## config.mk

```make
export PLATFORM = sky130hd
export DESIGN_NAME = hex_stream_monitor
export DESIGN_NICKNAME = d
export VERILOG_FILES = /design/src/rtl/hex_mon_pkg.sv /design/src/rtl/nibble_to_ascii.sv /design/src/rtl/hex_stream_monitor.sv
export SDC_FILE = /design/constraint.sdc
export NUM_CORES = 1
export LEC_CHECK = 0
export BUFFER_PORTS_ARGS = -buffer_cell sky130_fd_sc_hd__buf_2
export CORE_MARGIN = 4
export CORE_UTILIZATION = 45
export CTS_CLUSTER_SIZE = 24
export DETAILED_ROUTE_END_ITERATION = 7
export PLACE_DENSITY = 0.68
export SLEW_MARGIN = 20
export SYNTH_ARGS = -nofsm -noshare
export SYNTH_HDL_FRONTEND = slang
export SYNTH_SLANG_ARGS = --single-unit
export TNS_END_PERCENT = 1
```

## constraint.sdc

```tcl
create_clock -name clk -period 3.1 [get_ports clk]
set_clock_uncertainty 0.2 [all_clocks]
set_input_delay 0.31 -clock clk [delete_from_list [all_inputs] [get_ports clk]]
set_output_delay 0.31 -clock clk [all_outputs]
set_load 0.02 [all_outputs]
```

## src/rtl/hex_mon_pkg.sv

```systemverilog
// Shared types and ASCII constants for the hex stream monitor.
package hex_mon_pkg;

  typedef enum logic [2:0] {
    StIdle,
    StHi,
    StLo,
    StSep,
    StCr,
    StLf
  } state_e;

  localparam logic [7:0] AsciiSp     = 8'h20;
  localparam logic [7:0] AsciiCr     = 8'h0D;
  localparam logic [7:0] AsciiLf     = 8'h0A;
  localparam logic [7:0] AsciiZero   = 8'h30;
  localparam logic [7:0] AsciiUpperA = 8'h41;
  localparam logic [7:0] AsciiLowerA = 8'h61;

endpackage

```

## src/rtl/nibble_to_ascii.sv

```systemverilog
// Combinational nibble to ASCII hex digit, upper or lower case letters.
module nibble_to_ascii
  import hex_mon_pkg::*;
(
  input  logic [3:0] nibble,
  input  logic       lower,
  output logic [7:0] ch
);

  always_comb begin
    if (nibble < 4'd10) begin
      ch = AsciiZero + {4'b0000, nibble};
    end else begin
      ch = (lower ? AsciiLowerA : AsciiUpperA) + {4'b0000, nibble - 4'd10};
    end
  end

endmodule

```

## src/rtl/hex_stream_monitor.sv

```systemverilog
// Hex-dump formatter: NB-byte words in, ASCII hex + separator / CR LF out to a UART TX FIFO.
module hex_stream_monitor
  import hex_mon_pkg::*;
#(
  parameter int unsigned NB  = 1,
  parameter int unsigned WPL = 16,
  parameter logic [7:0]  SEP = 8'h20
) (
  input  logic            clk,
  input  logic            reset,
  input  logic            in_valid,
  output logic            in_ready,
  input  logic [8*NB-1:0] in_data,
  input  logic            lower_case,
  input  logic            line_flush,
  input  logic            tx_full,
  output logic            wr_uart,
  output logic [7:0]      w_data,
  output logic            busy
);

  localparam int unsigned BiW = (NB > 1) ? $clog2(NB) : 1;
  localparam int unsigned WcW = (WPL > 1) ? $clog2(WPL) : 1;
  localparam logic [BiW-1:0] BiLast = BiW'(NB - 1);
  localparam logic [WcW-1:0] WcLast = WcW'(WPL - 1);

  state_e             state_q, state_d;
  logic [8*NB-1:0]    data_q, data_d;
  logic               lower_q, lower_d;
  logic [BiW-1:0]     byte_idx_q, byte_idx_d;
  logic [WcW-1:0]     word_cnt_q, word_cnt_d;
  logic [7:0]         cur_byte;
  logic [3:0]         nibble;
  logic [7:0]         hex_char;

  assign cur_byte = data_q[{byte_idx_q, 3'b000} +: 8];
  assign nibble   = (state_q == StHi) ? cur_byte[7:4] : cur_byte[3:0];

  nibble_to_ascii u_nibble_to_ascii (
    .nibble (nibble),
    .lower  (lower_q),
    .ch     (hex_char)
  );

  always_comb begin
    state_d    = state_q;
    data_d     = data_q;
    lower_d    = lower_q;
    byte_idx_d = byte_idx_q;
    word_cnt_d = word_cnt_q;
    in_ready   = 1'b0;
    wr_uart    = 1'b0;
    w_data     = AsciiSp;

    unique case (state_q)
      StIdle: begin
        in_ready = 1'b1;
        // A pending flush wins over a simultaneously offered word.
        if (line_flush && (word_cnt_q != '0)) begin
          word_cnt_d = '0;
          state_d    = StCr;
        end else if (in_valid) begin
          data_d     = in_data;
          lower_d    = lower_case;
          byte_idx_d = BiLast;
          state_d    = StHi;
        end
      end
      StHi: begin
        w_data  = hex_char;
        wr_uart = !tx_full;
        if (wr_uart) state_d = StLo;
      end
      StLo: begin
        w_data  = hex_char;
        wr_uart = !tx_full;
        if (wr_uart) begin
          if (byte_idx_q == '0) begin
            state_d = StSep;
          end else begin
            byte_idx_d = byte_idx_q - 1'b1;
            state_d    = StHi;
          end
        end
      end
      StSep: begin
        if ((WPL != 0) && (word_cnt_q == WcLast)) begin
          // Line end: CR LF replaces the separator.
          word_cnt_d = '0;
          state_d    = StCr;
        end else begin
          w_data  = SEP;
          wr_uart = !tx_full;
          if (wr_uart) begin
            if (WPL != 0) word_cnt_d = word_cnt_q + 1'b1;
            state_d = StIdle;
          end
        end
      end
      StCr: begin
        w_data  = AsciiCr;
        wr_uart = !tx_full;
        if (wr_uart) state_d = StLf;
      end
      StLf: begin
        w_data  = AsciiLf;
        wr_uart = !tx_full;
        if (wr_uart) state_d = StIdle;
      end
      default: state_d = StIdle;
    endcase
  end

  assign busy = (state_q != StIdle);

  always_ff @(posedge clk or posedge reset) begin
    if (reset) begin
      state_q    <= StIdle;
      data_q     <= '0;
      lower_q    <= 1'b0;
      byte_idx_q <= '0;
      word_cnt_q <= '0;
    end else begin
      state_q    <= state_d;
      data_q     <= data_d;
      lower_q    <= lower_d;
      byte_idx_q <= byte_idx_d;
      word_cnt_q <= word_cnt_d;
    end
  end

endmodule

```

==> flow_metrics.env, run 1 <==
export IMPL_status="finished clean"
export IMPL_ys_seq_elements=16
export IMPL_avgSynthCellArea_um2=9.30
export IMPL_p_per_area_nw_per_um2=1170
export IMPL_hold_viol_final=0
export IMPL_grt_pass1_wl_um=4570
export IMPL_synth_nets=135
export IMPL_wl_per_cell_um=14.1
export IMPL_cts_max_path_buffers=2
export IMPL_grt_overflow=0
export IMPL_worstSetupPathType="reg2out"
export IMPL_rsz0062_at_grt="yes"
export IMPL_wl_met2_um=1360
export IMPL_worstSkewPairLatency_ps=290
export IMPL_hp_class="in2reg"
export IMPL_relSlewSlack=0.572
export IMPL_dr_total_vias=1015
export IMPL_seq_area_frac_synth=0.365
export IMPL_arrival_ps=2560
export IMPL_drc=0
export IMPL_ys_async_sr_fraction=1.00
export IMPL_tightestPinTransition_ps=641
export IMPL_grt_start_max_net_pins=17
export IMPL_final_cell_mix="buf_2 (22), dfrtp_1 (16), buf_4 (13)"
export IMPL_firstDrtPassIters=4
export IMPL_drt_met1_wl_um=1090
export IMPL_worstSetupStartpointType="flop"
export IMPL_via_per_inst=5.55
export IMPL_timing_final_ws_setup_ps=33.2
export IMPL_cap_violations=0
export IMPL_cts_made_buffers=3
export IMPL_antenna_left=0
export IMPL_netlist_area_um2=1100
export IMPL_drive_above_1_share=0.406
export IMPL_htree_levels=1
export IMPL_fin_area_um2=1410
export IMPL_place_area_um2=1270
export IMPL_endpoint_kind="output pin"
export IMPL_synth_warnings=0
export IMPL_drv_slew=0
export IMPL_critPathMaxFanout=4
export IMPL_path_clk_slew_ps=100
export IMPL_yosysUniqueCellTypes=41
export IMPL_fmax_ghz=0.326
export IMPL_layout_worst_path_cycle_share=0.989
export IMPL_coreArea_um2=2280
export IMPL_final_common_cell="buf_2"
export IMPL_grt_use_total=0.176
export IMPL_insertedDiodeCount=0
export IMPL_cts_sinks=16
export IMPL_die_width_um=57.4
export IMPL_setup_violations=0
export IMPL_die_y_um=57.4
export IMPL_cts_tree="yes"
export IMPL_place_gp_congestion=0.841
export IMPL_antenna_found_initial=0
export IMPL_die_area_um2=3290
export IMPL_routed_top_layer="met4"
export IMPL_ys_flop_type="dfrtp_1"
export IMPL_seq_area_um2=400
export IMPL_drt_total_wl_um=2580
export IMPL_first_global_vias=983
export IMPL_met3_length_um=92
export IMPL_place_ws_ps=194
export IMPL_p_leak_nw=0.674
export IMPL_fp_row_count=17
export IMPL_fillers=192
export IMPL_drt_iter0_drc=31
export IMPL_ir_worst_vdd_v=0.000672
export IMPL_root_buffer="clkbuf_4"
export IMPL_io_pins=25
export IMPL_area_delta_synth_final_pct=28.1
export IMPL_synth_edff_count=0
export IMPL_dp_hpwl_um=1870
export IMPL_netlist_instances=118
export IMPL_fin_nets=173
export IMPL_critPathRequiredTime_ps=2590
export IMPL_numPortBuffers=23
export IMPL_fin_crit_ps=3070
export IMPL_start_util=0.482
export IMPL_multi_input_area_um2=659
[repair_timing]
action | 4_1_cts | 5_1_grt
resized for setup | 9 | 0
setup endpoints to repair | 1 | 1
pin swaps | 5 | 6
buffers inserted | 6 | 2
hold buffers | 1 | 0
endpoints found under the hold margin | 16 | 0
[through the flow]
stage	utilization	std cells	power, mW	hold slack [ps]	TNS [ps]
finish	0.617	183	1.64	46.8	0
global route	0.617	183	1.78	25.8	-165
CTS	0.611	181	1.62	40.2	0
detailed placement	0.557	170	1.33	225	0
global placement	0.557	170	1.30	203	0
floorplan	-	118	1.05	23.7	0
[flip-flops by register name (all words and copies together) (netlist names)]
signal,cells
lower_q,1
word_cnt_q,4
state_q,3
data_q,8
[cell type report]
type | count | area share
Timing Repair Buffer | 38 | 0.171
Multi-Input combinational cell | 88 | 0.469
Sequential cell | 16 | 0.285
Inverter | 9 | 0.0240
Tap cell | 28 | 0.0249
Clock buffer | 4 | 0.0258
[logic make-up (layout without fill, tap and decap cells)]
kind of cell | count (synthesis) | count (layout) | share of synthesized area
mux | 14 | 14 | 0.144
flops | 16 | 16 | 0.365
fa+ha+maj | 3 | 3 | 0.0342
compound gates | 32 | 32 | 0.200
other cells | 1 | 1 | 0.00342
buf+inv | 14 | 51 | 0.0524
simple gates | 37 | 37 | 0.194
xor+xnor | 1 | 1 | 0.00798
[critical path, stage by stage, from the launching register on]
cell	delay, ps
dfrtp_1	420
nor3b_4	240
buf_6	130
mux2i_2	220
ha_2	220
and4bb_1	200
o31a_2	360
o211ai_1	220
o211ai_2	120
buf_6	140
[Yosys cell counts, types with 2 or more instances]
master / count / share of area
a21oi_1: 8 / 0.036
and3_1: 2 / 0.011
and3b_1: 2 / 0.016
clkbuf_1: 3 / 0.010
dfrtp_1: 16 / 0.36
ha_1: 3 / 0.034
inv_1: 8 / 0.027
mux2_2: 10 / 0.10
mux2i_1: 3 / 0.027
nand2_1: 11 / 0.038
nand2b_1: 3 / 0.017
nand3_1: 4 / 0.018
nor2_1: 7 / 0.024
o211ai_1: 2 / 0.014
o21ai_0: 6 / 0.027
o21ai_1: 2 / 0.0091
o22ai_1: 3 / 0.017
or3_1: 2 / 0.011
[final timing paths]
check	start	to	slack, ps	cells after the start
min	lower_case	lower_q$_DFFE_PP0P_	50	2
max in group asynchronous	reset	data_q[5]$_DFFE_PP0P_	1850	3
min in group asynchronous	reset	word_cnt_q[0]$_DFFE_PP0P_	440	3
max reg2reg	word_cnt_q[0]$_DFFE_PP0P_	data_q[1]$_DFFE_PP0P_	900	6
min reg2reg	data_q[0]$_DFFE_PP0P_	data_q[0]$_DFFE_PP0P_	320	1
max	state_q[1]$_DFFE_PP0P_	w_data[2]	30	9
[power breakdown]
| part | switching [mW] | internal (mW) | total, mW |
|---|---|---|---|
| clock network | 0.0670 | 0.0715 | 0.139 |
| registers | 0.0814 | 0.298 | 0.379 |
| logic | 0.573 | 0.553 | 1.13 |
| total | 0.721 | 0.922 | 1.64 |
[per-layer routing]
metal,vias to the layer above,track usage
met5,-,0
met4,0,0.0563
met3,6,0.0294
met2,20,0.313
met1,486,0.213
li1,503,-
(Power assumes the default switching activity.)
==> run 2, diff against run 1 <==
HOLD_SLACK_MARGIN = 0.05   (was unset)
==> flow_metrics.env, run 2 (same netlist as run 1, synthesis figures left out) <==
export IMPL_via_per_inst=5.51
export IMPL_relSlewSlack=0.571
export IMPL_worstSkewPairLatency_ps=290
export IMPL_final_common_cell="buf_2"
export IMPL_layout_worst_path_cycle_share=0.998
export IMPL_cts_tree="yes"
export IMPL_cts_max_path_buffers=2
export IMPL_largest_reg_flops=8
export IMPL_antenna_found_initial=0
export IMPL_dp_hpwl_um=1870
export IMPL_met3_length_um=119
export IMPL_p_leak_nw=0.708
export IMPL_status="finished clean"
export IMPL_io_pins=25
export IMPL_drc=0
export IMPL_largest_registers="data_q: 8 flops, word_cnt_q: 4 flops, state_q: 3 flops"
export IMPL_insertedDiodeCount=0
export IMPL_tightestPinTransition_ps=643
export IMPL_area_delta_synth_final_pct=35.7
export IMPL_reg2reg_slack_ps=890
export IMPL_die_y_um=57.4
export IMPL_cts_sinks=16
export IMPL_cap_violations=0
export IMPL_antenna_left=0
export IMPL_routed_top_layer="met4"
export IMPL_grt_start_max_net_pins=17
export IMPL_rsz0062_at_grt="yes"
export IMPL_place_ws_ps=194
export IMPL_critPathMaxFanout=4
export IMPL_die_width_um=57.4
export IMPL_timing_hold_ws_ps=53.7
export IMPL_setup_violations=0
export IMPL_drive_above_1_share=0.393
export IMPL_hold_viol_final=0
export IMPL_ir_worst_vdd_v=0.000688
export IMPL_worstSetupPathType="reg2out"
export IMPL_htree_levels=1
export IMPL_grt_overflow=0
export IMPL_worstSetupStartpointType="flop"
export IMPL_cts_made_buffers=3
export IMPL_first_global_vias=983
export IMPL_drt_iter0_drc=25
export IMPL_drv_slew=0
export IMPL_dr_total_vias=1052
export IMPL_p_per_area_nw_per_um2=1120
export IMPL_grt_use_total=0.176
export IMPL_hp_class="in2reg"
export IMPL_fin_crit_ps=3090
export IMPL_die_area_um2=3290
export IMPL_fillers=182
export IMPL_numPortBuffers=23
export IMPL_wl_met2_um=1470
export IMPL_path_clk_slew_ps=100
export IMPL_fmax_ghz=0.323
export IMPL_critPathRequiredTime_ps=2590
export IMPL_drt_total_wl_um=2770
export IMPL_place_gp_congestion=0.841
export IMPL_largest_register="data_q"
export IMPL_endpoint_kind="output pin"
export IMPL_timing_final_ws_setup_ps=7.48
export IMPL_arrival_ps=2580
export IMPL_r2r_start="word_cnt_q[0]$_DFFE_PP0P_"
export IMPL_fp_row_count=17
export IMPL_firstDrtPassIters=5
export IMPL_root_buffer="clkbuf_4"
export IMPL_coreArea_um2=2280
export IMPL_final_cell_mix="buf_2 (22), dfrtp_1 (16), buf_4 (13)"
export IMPL_wl_per_cell_um=14.5
export IMPL_grt_pass1_wl_um=4570
export IMPL_startpoint="state_q[1]$_DFFE_PP0P_"
export IMPL_start_util=0.482
export IMPL_drt_met1_wl_um=1130
export IMPL_hold_path_startpoint="in_data[5]"
export IMPL_fin_nets=181
[run 2: cell count changes in the layout (fill, tap and decap cells not counted)]
cell | previous run | this run
dlygate4sd3_1 | 1 | 9
mux2i_2 | 1 | 2
mux2i_1 | 2 | 1
[run 2: per-stage QoR]
| step | instance area (um2) | util | total power, mW | setup TNS, ps | cells |
|---|---|---|---|---|---|
| floorplan | 1100 | - | 1.05 | 0 | 118 |
| global placement | 1270 | 0.557 | 1.30 | 0 | 170 |
| detailed placement | 1270 | 0.557 | 1.33 | 0 | 170 |
| CTS | 1410 | 0.620 | 1.62 | 0 | 183 |
| global route | 1490 | 0.654 | 1.80 | -177 | 191 |
| finish | 1490 | 0.654 | 1.67 | 0 | 191 |
[run 2: path summary, 6_finish.rpt]
check	depth (start not counted)	endpoint
max in group asynchronous	3	data_q[5]$_DFFE_PP0P_
worst min register to register	1	lower_q$_DFFE_PP0P_
worst min-delay path	2	data_q[5]$_DFFE_PP0P_
min in group asynchronous	3	word_cnt_q[0]$_DFFE_PP0P_
worst max register to register	6	data_q[1]$_DFFE_PP0P_
worst max-delay path	9	w_data[2]
[run 2: power by group]
part / switching, mW / internal (mW) / total (mW)
clock: 0.0674 / 0.0715 / 0.139
sequential: 0.0849 / 0.298 / 0.383
combinational: 0.581 / 0.566 / 1.15
total: 0.733 / 0.935 / 1.67
[run 2: metal layers]
metal,vias to the layer above,track usage
met3,8,0.0294
li1,521,-
met5,-,0
met2,32,0.315
met4,0,0.0563
met1,491,0.213
[run 2: final cells by class]
| class | instances | area [um2] | area share |
|---|---|---|---|
| timing repair buffer | 46 | 320 | 0.215 |
| inverter | 9 | 33.8 | 0.0227 |
| sequential | 16 | 400 | 0.269 |
| multi-input combinational | 88 | 663 | 0.445 |
| tap | 28 | 35.0 | 0.0235 |
| clock buffer | 4 | 36.3 | 0.0244 |
[run 2: repair_timing]
action,CTS,global route
resized for setup,9,1
setup endpoints to repair,1,1
setup buffers,6,2
hold buffers,3,6
pin swaps,5,4
hold endpoints to repair,18,6
[run 2: worst max-delay path: stages (launching register included)]
cell and delay [ps]:
dfrtp_1 430, nor3b_4 260, buf_6 140, mux2i_2 220
ha_2 220, and4bb_1 220, o31a_2 320, o211ai_1 230
o211ai_2 120, buf_6 140
